File: src/rtl/hb_decim_mac_if.sv
// rtl/hb_decim_mac_if.sv - sample-in / decimated-out handshake bundle for hb_decim_mac
interface hb_decim_mac_if;
    logic signed [15:0] data_in;
    logic               in_valid;
    logic               in_ready;
    logic signed [15:0] data_out;
    logic               out_valid;

    modport master (
        output data_in,
        output in_valid,
        input  in_ready,
        input  data_out,
        input  out_valid
    );

    modport slave (
        input  data_in,
        input  in_valid,
        output in_ready,
        output data_out,
        output out_valid
    );
endinterface

File: src/rtl/hb_decim_mac.sv
// rtl/hb_decim_mac.sv - 11-tap half-band decimate-by-2 filter with a single time-shared MAC
module hb_decim_mac #(
    parameter logic signed [15:0] C0 = 16'sd285,
    parameter logic signed [15:0] C2 = -16'sd1478,
    parameter logic signed [15:0] C4 = 16'sd9385,
    parameter logic signed [15:0] C5 = 16'sd16384
) (
    input  logic          clk,
    input  logic          reset,
    hb_decim_mac_if.slave bus
);
    typedef enum logic [1:0] {IDLE, MAC, OUT} state_t;

    state_t             state_q, state_d;
    logic [1:0]         step_q, step_d;
    logic               phase_q, phase_d;
    logic signed [35:0] acc_q, acc_d;
    logic signed [15:0] x_q [0:10];
    logic signed [15:0] x_d [0:10];
    logic signed [15:0] data_out_q, data_out_d;
    logic               out_valid_q, out_valid_d;

    logic               in_ready;
    logic               accept;
    logic signed [16:0] pre_add;
    logic signed [15:0] coef;
    logic signed [32:0] prod;
    logic signed [35:0] rounded;
    logic signed [35:0] shifted;
    logic signed [15:0] sat_val;

    // Held low during reset so nothing presented in reset is taken.
    assign in_ready      = (state_q == IDLE) && reset;
    assign accept        = bus.in_valid && in_ready;
    assign bus.in_ready  = in_ready;
    assign bus.data_out  = data_out_q;
    assign bus.out_valid = out_valid_q;

    // Symmetric pair pre-add and coefficient select for the current MAC step.
    always_comb begin
        pre_add = '0;
        coef    = '0;
        case (step_q)
            2'd0: begin
                pre_add = 17'(x_q[0]) + 17'(x_q[10]);
                coef    = C0;
            end
            2'd1: begin
                pre_add = 17'(x_q[2]) + 17'(x_q[8]);
                coef    = C2;
            end
            2'd2: begin
                pre_add = 17'(x_q[4]) + 17'(x_q[6]);
                coef    = C4;
            end
            default: begin
                pre_add = 17'(x_q[5]);
                coef    = C5;
            end
        endcase
        prod = 33'(pre_add) * 33'(coef);
    end

    // Round half up back to Q1.15 and clamp to the 16-bit output range.
    always_comb begin
        rounded = acc_q + 36'sd16384;
        shifted = rounded >>> 15;
        if (shifted > 36'sd32767) begin
            sat_val = 16'sh7FFF;
        end else if (shifted < -36'sd32768) begin
            sat_val = 16'sh8000;
        end else begin
            sat_val = shifted[15:0];
        end
    end

    // Next-state: shift on accept, run four MAC steps after each odd sample, then publish.
    always_comb begin
        state_d     = state_q;
        step_d      = step_q;
        phase_d     = phase_q;
        acc_d       = acc_q;
        x_d         = x_q;
        data_out_d  = data_out_q;
        out_valid_d = 1'b0;
        case (state_q)
            IDLE: begin
                if (accept) begin
                    x_d[0] = bus.data_in;
                    for (int k = 1; k < 11; k++) begin
                        x_d[k] = x_q[k-1];
                    end
                    phase_d = ~phase_q;
                    if (phase_q) begin
                        state_d = MAC;
                        step_d  = 2'd0;
                        acc_d   = '0;
                    end
                end
            end
            MAC: begin
                acc_d  = acc_q + 36'(prod);
                step_d = step_q + 2'd1;
                if (step_q == 2'd3) begin
                    state_d = OUT;
                end
            end
            OUT: begin
                data_out_d  = sat_val;
                out_valid_d = 1'b1;
                state_d     = IDLE;
            end
            default: begin
                state_d = IDLE;
            end
        endcase
    end

    // State registers; reset clears everything and aborts any computation in flight.
    always_ff @(posedge clk) begin
        if (!reset) begin
            state_q     <= IDLE;
            step_q      <= '0;
            phase_q     <= 1'b0;
            acc_q       <= '0;
            x_q         <= '{default: '0};
            data_out_q  <= '0;
            out_valid_q <= 1'b0;
        end else begin
            state_q     <= state_d;
            step_q      <= step_d;
            phase_q     <= phase_d;
            acc_q       <= acc_d;
            x_q         <= x_d;
            data_out_q  <= data_out_d;
            out_valid_q <= out_valid_d;
        end
    end
endmodule

File: src/flat_wrapper.sv
// flat-port wrapper written by rule: the top's interface ports become plain ports
module hb_decim_mac_flat 
#(
    parameter logic signed [15:0] C0 = 16'sd285,
    parameter logic signed [15:0] C2 = -16'sd1478,
    parameter logic signed [15:0] C4 = 16'sd9385,
    parameter logic signed [15:0] C5 = 16'sd16384
)
  (clk, reset, bus_data_in, bus_in_valid, bus_in_ready, bus_data_out, bus_out_valid);
  hb_decim_mac_if bus_i ();
  input  logic clk;
  input  logic reset;
  input wire logic [$bits(bus_i.data_in)-1:0] bus_data_in;
  input wire logic [$bits(bus_i.in_valid)-1:0] bus_in_valid;
  output wire logic [$bits(bus_i.in_ready)-1:0] bus_in_ready;
  output wire logic [$bits(bus_i.data_out)-1:0] bus_data_out;
  output wire logic [$bits(bus_i.out_valid)-1:0] bus_out_valid;
  assign bus_i.data_in = bus_data_in;
  assign bus_i.in_valid = bus_in_valid;
  assign bus_in_ready = bus_i.in_ready;
  assign bus_data_out = bus_i.data_out;
  assign bus_out_valid = bus_i.out_valid;
  hb_decim_mac #(.C0(C0), .C2(C2), .C4(C4), .C5(C5)) u_core (.clk(clk), .reset(reset), .bus(bus_i));
endmodule
File: config.mk
export PLATFORM = sky130hd
export DESIGN_NAME = hb_decim_mac_flat
export DESIGN_NICKNAME = d
export VERILOG_FILES = /design/src/rtl/hb_decim_mac_if.sv /design/src/rtl/hb_decim_mac.sv /design/src/flat_wrapper.sv
export SDC_FILE = /design/constraint.sdc
export NUM_CORES = 1
export LEC_CHECK = 0
export ABC_CLOCK_PERIOD_IN_PS = 10500
export CAP_MARGIN = 25
export CORE_MARGIN = 3
export CORE_UTILIZATION = 30
export DETAILED_ROUTE_END_ITERATION = 12
export GPL_TIMING_DRIVEN = 1
export SKIP_LAST_GASP = 1
export SYNTH_ARGS = -nofsm -noshare
export SYNTH_HDL_FRONTEND = slang
export SYNTH_SLANG_ARGS = --single-unit
File: constraint.sdc
create_clock -name clk -period 10.5 [get_ports clk]
set_input_delay 2.1 -clock clk [delete_from_list [all_inputs] [get_ports clk]]
set_output_delay 2.1 -clock clk [all_outputs]
set_load 0.005 [all_outputs]
==> flow_summary_export.csv <==
group,metric,value,unit
yosys,synth-seq-cells,234,
power,irDropWorstVdd,0.000336,V
yosys,synth_top_area_cell,"fa_1",
cells_and_area,finalInstanceArea,24900,sq um
yosys,synth_cell_types,78,
placement,port_buffers,36,
timing,worst_pin_slew,0.975,ns
grt,antenna_found_initial,0,
timing,setup_viol,0,
yosys,syn_avg_cell_area,8.48,sq um
flow_run,maxCapViolCount,0,
clock_tree,cts_max_path_buffers,3,
clock_tree,cts_tree,"yes",
timing,fin_tns_setup,0,ns
yosys,synthMuxAreaShare,0.398,%
yosys,synth_flop_cell,"dfxtp_1",
yosys,synth_top_area_share,26.9,%
floorplan,coreArea,74600,sq um
yosys,synthTopCellsByArea,"fa_1 (27%), dfxtp_1 (21%), ha_1 (10%), inv_1 (7.7%), nand2_1 (7.3%)",
cells_and_area,multi_input_area,15800,sq um
floorplan,num_rows,100,
setup_path,cp_slowest_cell,"a2111oi_1",
setup_path,cp_max_fo,7,
clock_tree,post_cts_buffers,0,
yosys,synthXorXnorAreaFrac,3.21,%
grt,grt_overflow,0,
timing,period_share,85.6,%
setup_path,arrival,9.46,ns
drt,drc_errors,0,
setup_path,crit_path_end_kind,"register",
cells_and_area,nets,3149,
floorplan,die_width,281,um
floorplan,ioPinCount,37,
yosys,synth-adder-area-share,36.9,%
setup_path,worstPathRequired,10.97,ns
placement,gp_congestion,0.942,
clock_tree,clk_latency,0.59,ns
yosys,yosys_warnings,0,
timing,rsz0062_at_grt,"false",
setup_path,critPathMaxStageDelay,0.74,ns
yosys,ys_async_sr_fraction,0,%
yosys,synth_seq_area_share,20.7,%
clock_tree,cts_hold_buf,0,
setup_path,worstSetupPathType,"register to register",
floorplan,dieArea,78800,sq um
yosys,synthCells,2667,
grt,grt_pass1_vias,17100,
drt,ant_nets,0,
floorplan,initial_utilization,30.3,%
outcome,run_status,"completed",
clock_tree,cts_root_buf,"clkbuf_16",
cells_and_area,antenna_cells,0,
timing,period_needed,8.99,ns
yosys,synth_top_family_by_area,"adder cells",
placement,place_hpwl,44800,um
clock_tree,cts.sinks,234,
placement,post-place-ws,1.56,ns
cells_and_area,post-route-util,33.4,%
drt,wl_per_cell,15.5,um
yosys,synth_compound_area_share,13.5,%
grt,grt_usage,14.7,%
placement,dpl-instance-area,24000,sq um
grt,grt_max_degree,122,
clock_tree,htreeDepth,1,
timing,skew,0.0291,ns
drt,initialDrtViolationCount,1010,
timing,hold_viol_final,0,
clock_tree,numCtsBuffers,27,
timing,drv_slew,0,
drt,via_per_inst,4.71,
power,total_power,4640,uW
drt,drtPass1Iterations,5,
timing,slew_headroom,35.0,%
drt,dr_total_vias,17100,
clock_tree,cts_resized,0,
grt,grt_pass1_wl,92900,um
power,leakage,0.0113,uW
drt,drt_wl_total,56200,um
power,p_per_area,186,nW/um^2
floorplan,die_y,281,um
cells_and_area,fill_cells,7900,
timing,setup_ws,1.51,ns
clock_tree,path_clk_slew,0.06,ns
cells_and_area,drive_above_1_share,3.86,%
yosys,synth_edf_count,0,
yosys,synthSimpleGateAreaFrac,15.7,%
setup_path,start_kind,"register",
cells_and_area,area_growth,10.1,%
yosys,syn-num-nets,3170,
yosys,syn_area,22600,sq um
timing,fmax,0.111,GHz
min_path,hp-class,"register to register",
cells_and_area,regArea,4680,sq um
==> Yosys cell counts (all sizes together) (16+ instances only) <==
library cell  count
xnor2            62
buf              16
nand2b           18
and2             73
o21a             22
nor3             19
nor2             89
ha              180
dfxtp           234
a211oi           23
xor2             21
nor2b            38
a21o             29
and3             28
nand3            35
a21oi            80
fa              304
clkbuf           91
a22oi            26
nand2           441
o21ai           231
inv             466
==> layout by cell type (no fill, tap or decap), drive strengths merged, types with 18 or more instances in the layout <==
cell / n
a21oi: 80
and2: 73
a21o: 29
a211oi: 23
ha: 180
xnor2: 62
a22oi: 26
clkbuf: 37
o21a: 22
nand2: 441
buf: 22
clkdlybuf4s50: 35
o21ai: 231
dfxtp: 234
and3: 28
inv: 470
nor2b: 38
nor3: 19
nand2b: 18
nor2: 89
fa: 304
xor2: 21
nand3: 35
==> critical path, delay by kind of cell, from the launching register on <==
family | cells | cell delay [ns]
fa+ha+maj | 9 | 3.70
compound gates | 8 | 2.20
simple gates | 8 | 1.83
buf+inv | 6 | 0.63
flops | 1 | 0.36
xor+xnor | 1 | 0.15
==> report_power, final <==
part           total, uW  switching [uW]  internal, uW
clock network        972             418           554
registers            958            40.8           917
logic               2710            1570          1150
total               4640            2020          2620
==> routing by layer <==
| layer | track usage (%) | wire length [um] | vias to the layer above |
|---|---|---|---|
| met4 | 3.98 | 1510 | 0 |
| met1 | 19.8 | 25500 | 8284 |
| li1 | - | - | 8424 |
| met2 | 25.0 | 26900 | 335 |
| met5 | 0 | 0 | - |
| met3 | 1.50 | 2300 | 84 |
==> state kept, by name, summed over array words and instances, names as in the netlist <==
name                  cells
u_core.x_q              176
u_core.acc_q             36
u_core.bus.data_out      16
u_core.state_q            2
u_core.step_q             2
u_core.bus.out_valid      1
u_core.phase_q            1
==> cell type report <==
type | count | area share (%)
Inverter | 469 | 7.07
Timing Repair Buffer | 57 | 2.20
Multi-Input combinational cell | 1857 | 63.4
Tap cell | 969 | 4.87
Clock inverter | 13 | 0.522
Sequential cell | 234 | 18.8
Clock buffer | 37 | 3.14
==> stage by stage <==
stage,std cells,hold slack (ns)
3_5_place_dp,3585,0.441
4_1_cts,3635,0.442
6_report,3636,0.431
3_3_place_gp,3584,0.433
5_1_grt,3636,0.475
2_1_floorplan,2667,0.425
==> cells by family after synthesis <==
logic type                 Yosys count
and+or+nand+nor                    785
muxes                                8
buffers and inverters              576
xor gates and xnor gates            83
adders and majority gates          484
AOI/OAI and AO/OA                  497
DFF                                234
==> path summary, 6_finish.rpt <==
check	start	to	slack, ns	depth (start not counted)
max	u_core.x_q[128]$_SDFFE_PN0P_	u_core.acc_q[35]$_SDFFE_PN0P_	1.51	32
min	u_core.x_q[119]$_SDFFE_PN0P_	u_core.x_q[103]$_SDFFE_PN0P_	0.43	2
max reg2reg	u_core.x_q[128]$_SDFFE_PN0P_	u_core.acc_q[35]$_SDFFE_PN0P_	1.51	32
min reg2reg	u_core.x_q[119]$_SDFFE_PN0P_	u_core.x_q[103]$_SDFFE_PN0P_	0.43	2
Note: power is estimated with default switching activity, not from simulation.
==> variant 1, RTL diff (same settings) <==
Encoding of `state_t`: now one-hot (3 bits for 3 states).
--- a/src/rtl/hb_decim_mac.sv
+++ b/src/rtl/hb_decim_mac.sv
@@ -9,7 +9,7 @@
     input  logic          reset,
     hb_decim_mac_if.slave bus
 );
-    typedef enum logic [1:0] {IDLE, MAC, OUT} state_t;
+    typedef enum logic [2:0] {IDLE = 3'b001, MAC = 3'b010, OUT = 3'b100} state_t;
 
     state_t             state_q, state_d;
     logic [1:0]         step_q, step_d;
Behaviour: no difference found for any inputs over 4 cycles, from zero or initial values and one cycle with reset low; so few cycles prove little.
==> variant 1 against the original RTL <==
Utilization rose by 0.19 points; worst hold slack worse by 1.7 ps; design area increased by 1.1%; synthesized cell count increased by 0.41%; wire length up 2.9%; area after synthesis increased by 1.1%; sequential cell count increased by 1; worst setup slack better by 46 ps; critical path type unchanged.
Power is not compared: it rests on default switching activity, and its combinational part moved more than twofold at a synthesized area within 25%.
==> variant 1: results (changes against the original RTL) <==
| Metric | Value |
|---|---|
| GPL Wtd Cong | 0.900 (was 0.942) |
| Vias in the first global route | 17900 (was 17100) |
| Final clock skew | 9.12 ps (was 29.1 ps) |
| Met2 WL | 27600 um (was 26900 um) |
| Setup tns final | 0 ps (unchanged) |
| Hold Crit Class | reg -> reg (unchanged) |
| GR Layer Usage met1 | 19.7% (was 19.8%) |
| Nets@finish | 3155 (was 3149) |
| Yosys warnings | 0 (unchanged) |
| Initial antenna violation count | 1 (was 0) |
| Peak supply drop | 0.000111 V |
| Post-CTS sizing | 0 (unchanged) |
| Syn Inst Count | 2678 (was 2667) |
| Main area contributors after synthesis | fa_1 (27%), dfxtp_1 (21%), ha_1 (9.7%), inv_1 (7.7%), nand2_1 (6.8%) (was fa_1 (27%), dfxtp_1 (21%), ha_1 (10%), inv_1 (7.7%), nand2_1 (7.3%)) |
| Total routed wirelength | 57900 um (was 56200 um) |
| Metal3 WL | 2710 um (was 2300 um) |
| Vias/cell | 4.82 (was 4.71) |
| Count of cell types in the netlist | 83 (was 78) |
| M3 GR Usage | 2.10% (was 1.50%) |
| 1st-pass router iterations | 8 (was 5) |
| Total CTS buffers | 27 (unchanged) |
| Final hold violations | 0 (unchanged) |
| GR Util All Layers | 14.9% (was 14.7%) |
| Compound-cell area share of the yosys netlist | 10.5% (was 13.5%) |
| Sequential fraction of the synthesis area | 20.6% (was 20.7%) |
| Rel. slew slack | 34.2% (was 35.0%) |
| Worst Path Arrival | 9390 ps (was 9460 ps) |
| Share of cells above drive strength 1 | 4.08% (was 3.86%) |
| Synthesized-area fraction occupied by xor and xnor cells | 3.24% (was 3.21%) |
| Initial DRC Count | 1274 (was 1010) |
| Detail Placement HPWL | 44300 um (was 44800 um) |
| Largest net degree at the start of global routing | 105 (was 122) |
| CP max stage cell | fa_1 (was a2111oi_1) |
| Adder-cell area share of the yosys netlist | 36.6% (was 36.9%) |
| Crit-path max cell delay | 570 ps (was 740 ps) |
| Worst r2r path cells | 31 (was 32) |
| Post-Syn Nets | 3182 (was 3170) |
| Wl on met1 | 25700 um (was 25500 um) |
| Setup Fix Bufs, Post-CTS | 0 (unchanged) |
| Clk root buf | clkbuf_16 (unchanged) |
| Dpl cells | 3589 (was 3585) |
| Outcome | completed (unchanged) |
| Post-synth top cells | inv_1 (469), nand2_1 (413), fa_1 (307) (was inv_1 (465), nand2_1 (441), fa_1 (304)) |
| CTS H-tree lvls | 1 (unchanged) |
| Mean routed wirelength per cell | 15.9 um (was 15.5 um) |
| Main synth FF type | dfxtp_1 (unchanged) |
| Post-synthesis mux area share | 0.312% (was 0.398%) |
| First-pass GRT wire length | 96000 um (was 92900 um) |
| GR Util met2 | 25.3% (was 25.0%) |
## variant 1: path summary, 6_finish.rpt
check | start | to | slack, ps
worst max register to register | u_core.x_q[128] | u_core.acc_q[32] | 1550
worst max-delay path | u_core.x_q[128] | u_core.acc_q[32] | 1550
worst min register to register | u_core.x_q[157] | u_core.x_q[141] | 430
worst min-delay path | u_core.x_q[157] | u_core.x_q[141] | 430
## variant 1: area by class of cell
| class | count | area, um^2 |
|---|---|---|
| Tap cell | 969 | 1210 |
| Clock inverter | 8 | 119 |
| Timing Repair Buffer | 57 | 557 |
| Sequential cell | 235 | 4700 |
| Fill cell | 7792 | 49800 |
| Inverter | 471 | 1770 |
| Multi-Input combinational cell | 1859 | 16000 |
| Clock buffer | 41 | 818 |
## variant 1: stage by stage
| stage | total power [mW] | area (um^2) | setup WS, ps |
|---|---|---|---|
| CTS | 3.16 | 25100 | 1620 |
| finish | 3.12 | 25200 | 1550 |
| detailed placement | 2.14 | 24200 | 1680 |
| global placement | 2.14 | 24200 | 1740 |
| global route | 3.37 | 25200 | 984 |
| floorplan | 1.87 | 22900 | 2640 |
## variant 1: power by group
part	switching [mW]	internal, mW
Clock	0.411	0.588
Sequential	0.0110	0.904
Combinational	0.723	0.483
Total	1.15	1.98
## variant 1: worst reg2reg max path: cells and delay by family (launching register included)
kind	cells	cell delay [ps]
simple gates	4	800
xor+xnor	2	410
compound gates	11	2700
flops	1	350
buf+inv	5	370
fa+ha+maj	9	4200
## variant 1: logic make-up after synthesis
group                    Yosys count
AND/OR/NAND/NOR                  939
buffers and inverters            584
adder cells (fa/ha/maj)          485
AO/OA/AOI/OAI                    345
flip-flops                       235
XOR/XNOR                          83
multiplexers                       7
==> variant 2, RTL diff (same flow settings) <==
Made on the original files. `C0` is set to 16'sd285 in 2 places; all go to 16'sd256.
--- a/src/rtl/hb_decim_mac.sv
+++ b/src/rtl/hb_decim_mac.sv
@@ -1,6 +1,6 @@
 // rtl/hb_decim_mac.sv - 11-tap half-band decimate-by-2 filter with a single time-shared MAC
 module hb_decim_mac #(
-    parameter logic signed [15:0] C0 = 16'sd285,
+    parameter logic signed [15:0] C0 = 16'sd256,
     parameter logic signed [15:0] C2 = -16'sd1478,
     parameter logic signed [15:0] C4 = 16'sd9385,
     parameter logic signed [15:0] C5 = 16'sd16384
--- a/src/flat_wrapper.sv
+++ b/src/flat_wrapper.sv
@@ -1,7 +1,7 @@
 // flat-port wrapper written by rule: the top's interface ports become plain ports
 module hb_decim_mac_flat 
 #(
-    parameter logic signed [15:0] C0 = 16'sd285,
+    parameter logic signed [15:0] C0 = 16'sd256,
     parameter logic signed [15:0] C2 = -16'sd1478,
     parameter logic signed [15:0] C4 = 16'sd9385,
     parameter logic signed [15:0] C5 = 16'sd16384
Check against the original RTL: not equivalent (a bounded check fails within 10 cycles, from zero or initial values and one cycle with reset low).
==> variant 2 against the original RTL <==
Wire length decreased by 7.1%; design area is 1.9% lower; die area down 2.2%; sequential cell count unchanged; synthesized cell count shrank 1.9%; area after synthesis is 2.2% lower; final cell count down 1.5%; worst setup slack worse by 240 ps; critical path type unchanged.
Power is not compared: it rests on default switching activity, and its combinational part moved more than twofold at a synthesized area within 25%.
==> variant 2: results (changes against the original RTL) <==
| Metric | Value |
|---|---|
| Crit-path max cell delay | 720 ps (was 740 ps) |
| GR Layer Usage met1 | 18.4% (was 19.8%) |
| CTS H-tree lvls | 1 (unchanged) |
| GR Util met2 | 24.2% (was 25.0%) |
| Setup Fix Bufs, Post-CTS | 0 (unchanged) |
| Initial antenna violation count | 0 (unchanged) |
| Share of cells above drive strength 1 | 3.61% (was 3.86%) |
| Ant. Diodes | 0 (unchanged) |
| Mean routed wirelength per cell | 14.6 um (was 15.5 um) |
| Register name with the most flops | u_core.x_q (unchanged) |
| Sequential fraction of the synthesis area | 21.2% (was 20.7%) |
| Count of cell types in the netlist | 83 (was 78) |
| Clk root buf | clkbuf_16 (unchanged) |
| Crit Path Max Fanout | 10 (was 7) |
| GPL Wtd Cong | 0.857 (was 0.942) |
| Dpl cells | 3524 (was 3585) |
| Clk_lat worst skew | 590 ps (about the same) |
| Routed vias | 16600 (was 17100) |
| Peak supply drop | 0.000113 V |
| Detail Placement HPWL | 40800 um (was 44800 um) |
| PortBufs | 36 (unchanged) |
| GR Util All Layers | 13.9% (was 14.7%) |
| Largest net degree at the start of global routing | 120 (was 122) |
| Main synth FF type | dfxtp_1 (unchanged) |
| Max reg flops | 176 (unchanged) |
| Yosys warnings | 0 (unchanged) |
| Non-Filler Instances | 3580 (was 3636) |
| R2r setup slk | 1270 ps (was 1510 ps) |
| P_leak | 11.3 nW |
| CP max stage cell | ha_1 (was a2111oi_1) |
| Syn_area_per_cell | 8.45 um^2 (was 8.48 um^2) |
| First-pass GRT wire length | 88200 um (was 92900 um) |
| FFs w/ async S/R, synth | 0% (unchanged) |
| Post-synth top cells | inv_1 (506), nand2_1 (432), fa_1 (284) (was inv_1 (465), nand2_1 (441), fa_1 (304)) |
| Hold path depth | 2 (unchanged) |
| Hold Crit Class | reg -> reg (unchanged) |
| 1st-pass router iterations | 5 (unchanged) |
| Clock buffer depth | 3 (unchanged) |
| Clock slew at reported path FFs | 60 ps (about the same) |
| Worst r2r path cells | 32 (unchanged) |
| Dpl ws | 1220 ps (was 1560 ps) |
| Post-CTS sizing | 0 (unchanged) |
| Total CTS buffers | 29 (was 27) |
| Initial DRC Count | 1032 (was 1010) |
| Rel. slew slack | 31.7% (was 35.0%) |
| Post-Syn Nets | 3116 (was 3170) |
| Worst Path Arrival | 9680 ps (was 9460 ps) |
| M3 GR Usage | 1.78% (was 1.50%) |
| Outcome | completed (unchanged) |
| Main area contributors after synthesis | fa_1 (26%), dfxtp_1 (21%), ha_1 (11%), inv_1 (8.6%), nand2_1 (7.3%) (was fa_1 (27%), dfxtp_1 (21%), ha_1 (10%), inv_1 (7.7%), nand2_1 (7.3%)) |
| Final clock skew | 13.9 ps (was 29.1 ps) |
-- variant 2: cell type report --
cell class	instances	area [um^2]
multi-input combinational	1781	15200
tap	950	1190
inverter	507	1900
clock inverter	12	118
fill	7513	47800
timing repair buffer	55	512
sequential	234	4680
clock buffer	41	831
-- variant 2: kinds of logic after synthesis --
| group | count (synthesis) | synth area share (%) |
|---|---|---|
| AND/OR/NAND/NOR | 721 | 14.5 |
| adder cells (fa/ha/maj) | 481 | 36.8 |
| buffers and inverters | 602 | 10.2 |
| flip-flops | 234 | 21.2 |
| XOR/XNOR | 84 | 3.33 |
| AO/OA/AOI/OAI | 490 | 13.7 |
| multiplexers | 5 | 0.226 |
-- variant 2: path summary, 6_finish.rpt --
path                                      start                to
worst max register to register  u_core.x_q[160]  u_core.acc_q[33]
worst min-delay path            u_core.x_q[155]   u_core.x_q[139]
worst max-delay path            u_core.x_q[160]  u_core.acc_q[33]
worst min register to register  u_core.x_q[155]   u_core.x_q[139]
-- variant 2: worst max-delay path: cells and delay by family (launching register included) --
kind,cells,cell delay (ps)
fa+ha+maj,9,4260
buf+inv,6,420
compound gates,8,1990
flops,1,350
xor+xnor,1,130
simple gates,8,1920
-- variant 2: power breakdown --
part	switching (mW)	internal (mW)	leakage, nW
clock	0.423	0.578	0.456
sequential	0.0141	0.902	1.89
combinational	0.223	0.131	8.97
-- variant 2: metal layers --
layer	routed length, um	vias to the layer above	share of wire [%]
met5	0	-	0
met4	853	0	1.6
met3	1910	62	3.6
met2	25200	237	48
met1	24200	7998	46
li1	-	8254	-
-- variant 2: metrics by stage --
| step | hold WS, ps | cell area, um^2 |
|---|---|---|
| finish | 452 | 24400 |
| global placement | 435 | 23400 |
| global route | 477 | 24400 |
| detailed placement | 440 | 23400 |
| floorplan | 425 | 22100 |
| CTS | 454 | 24400 |
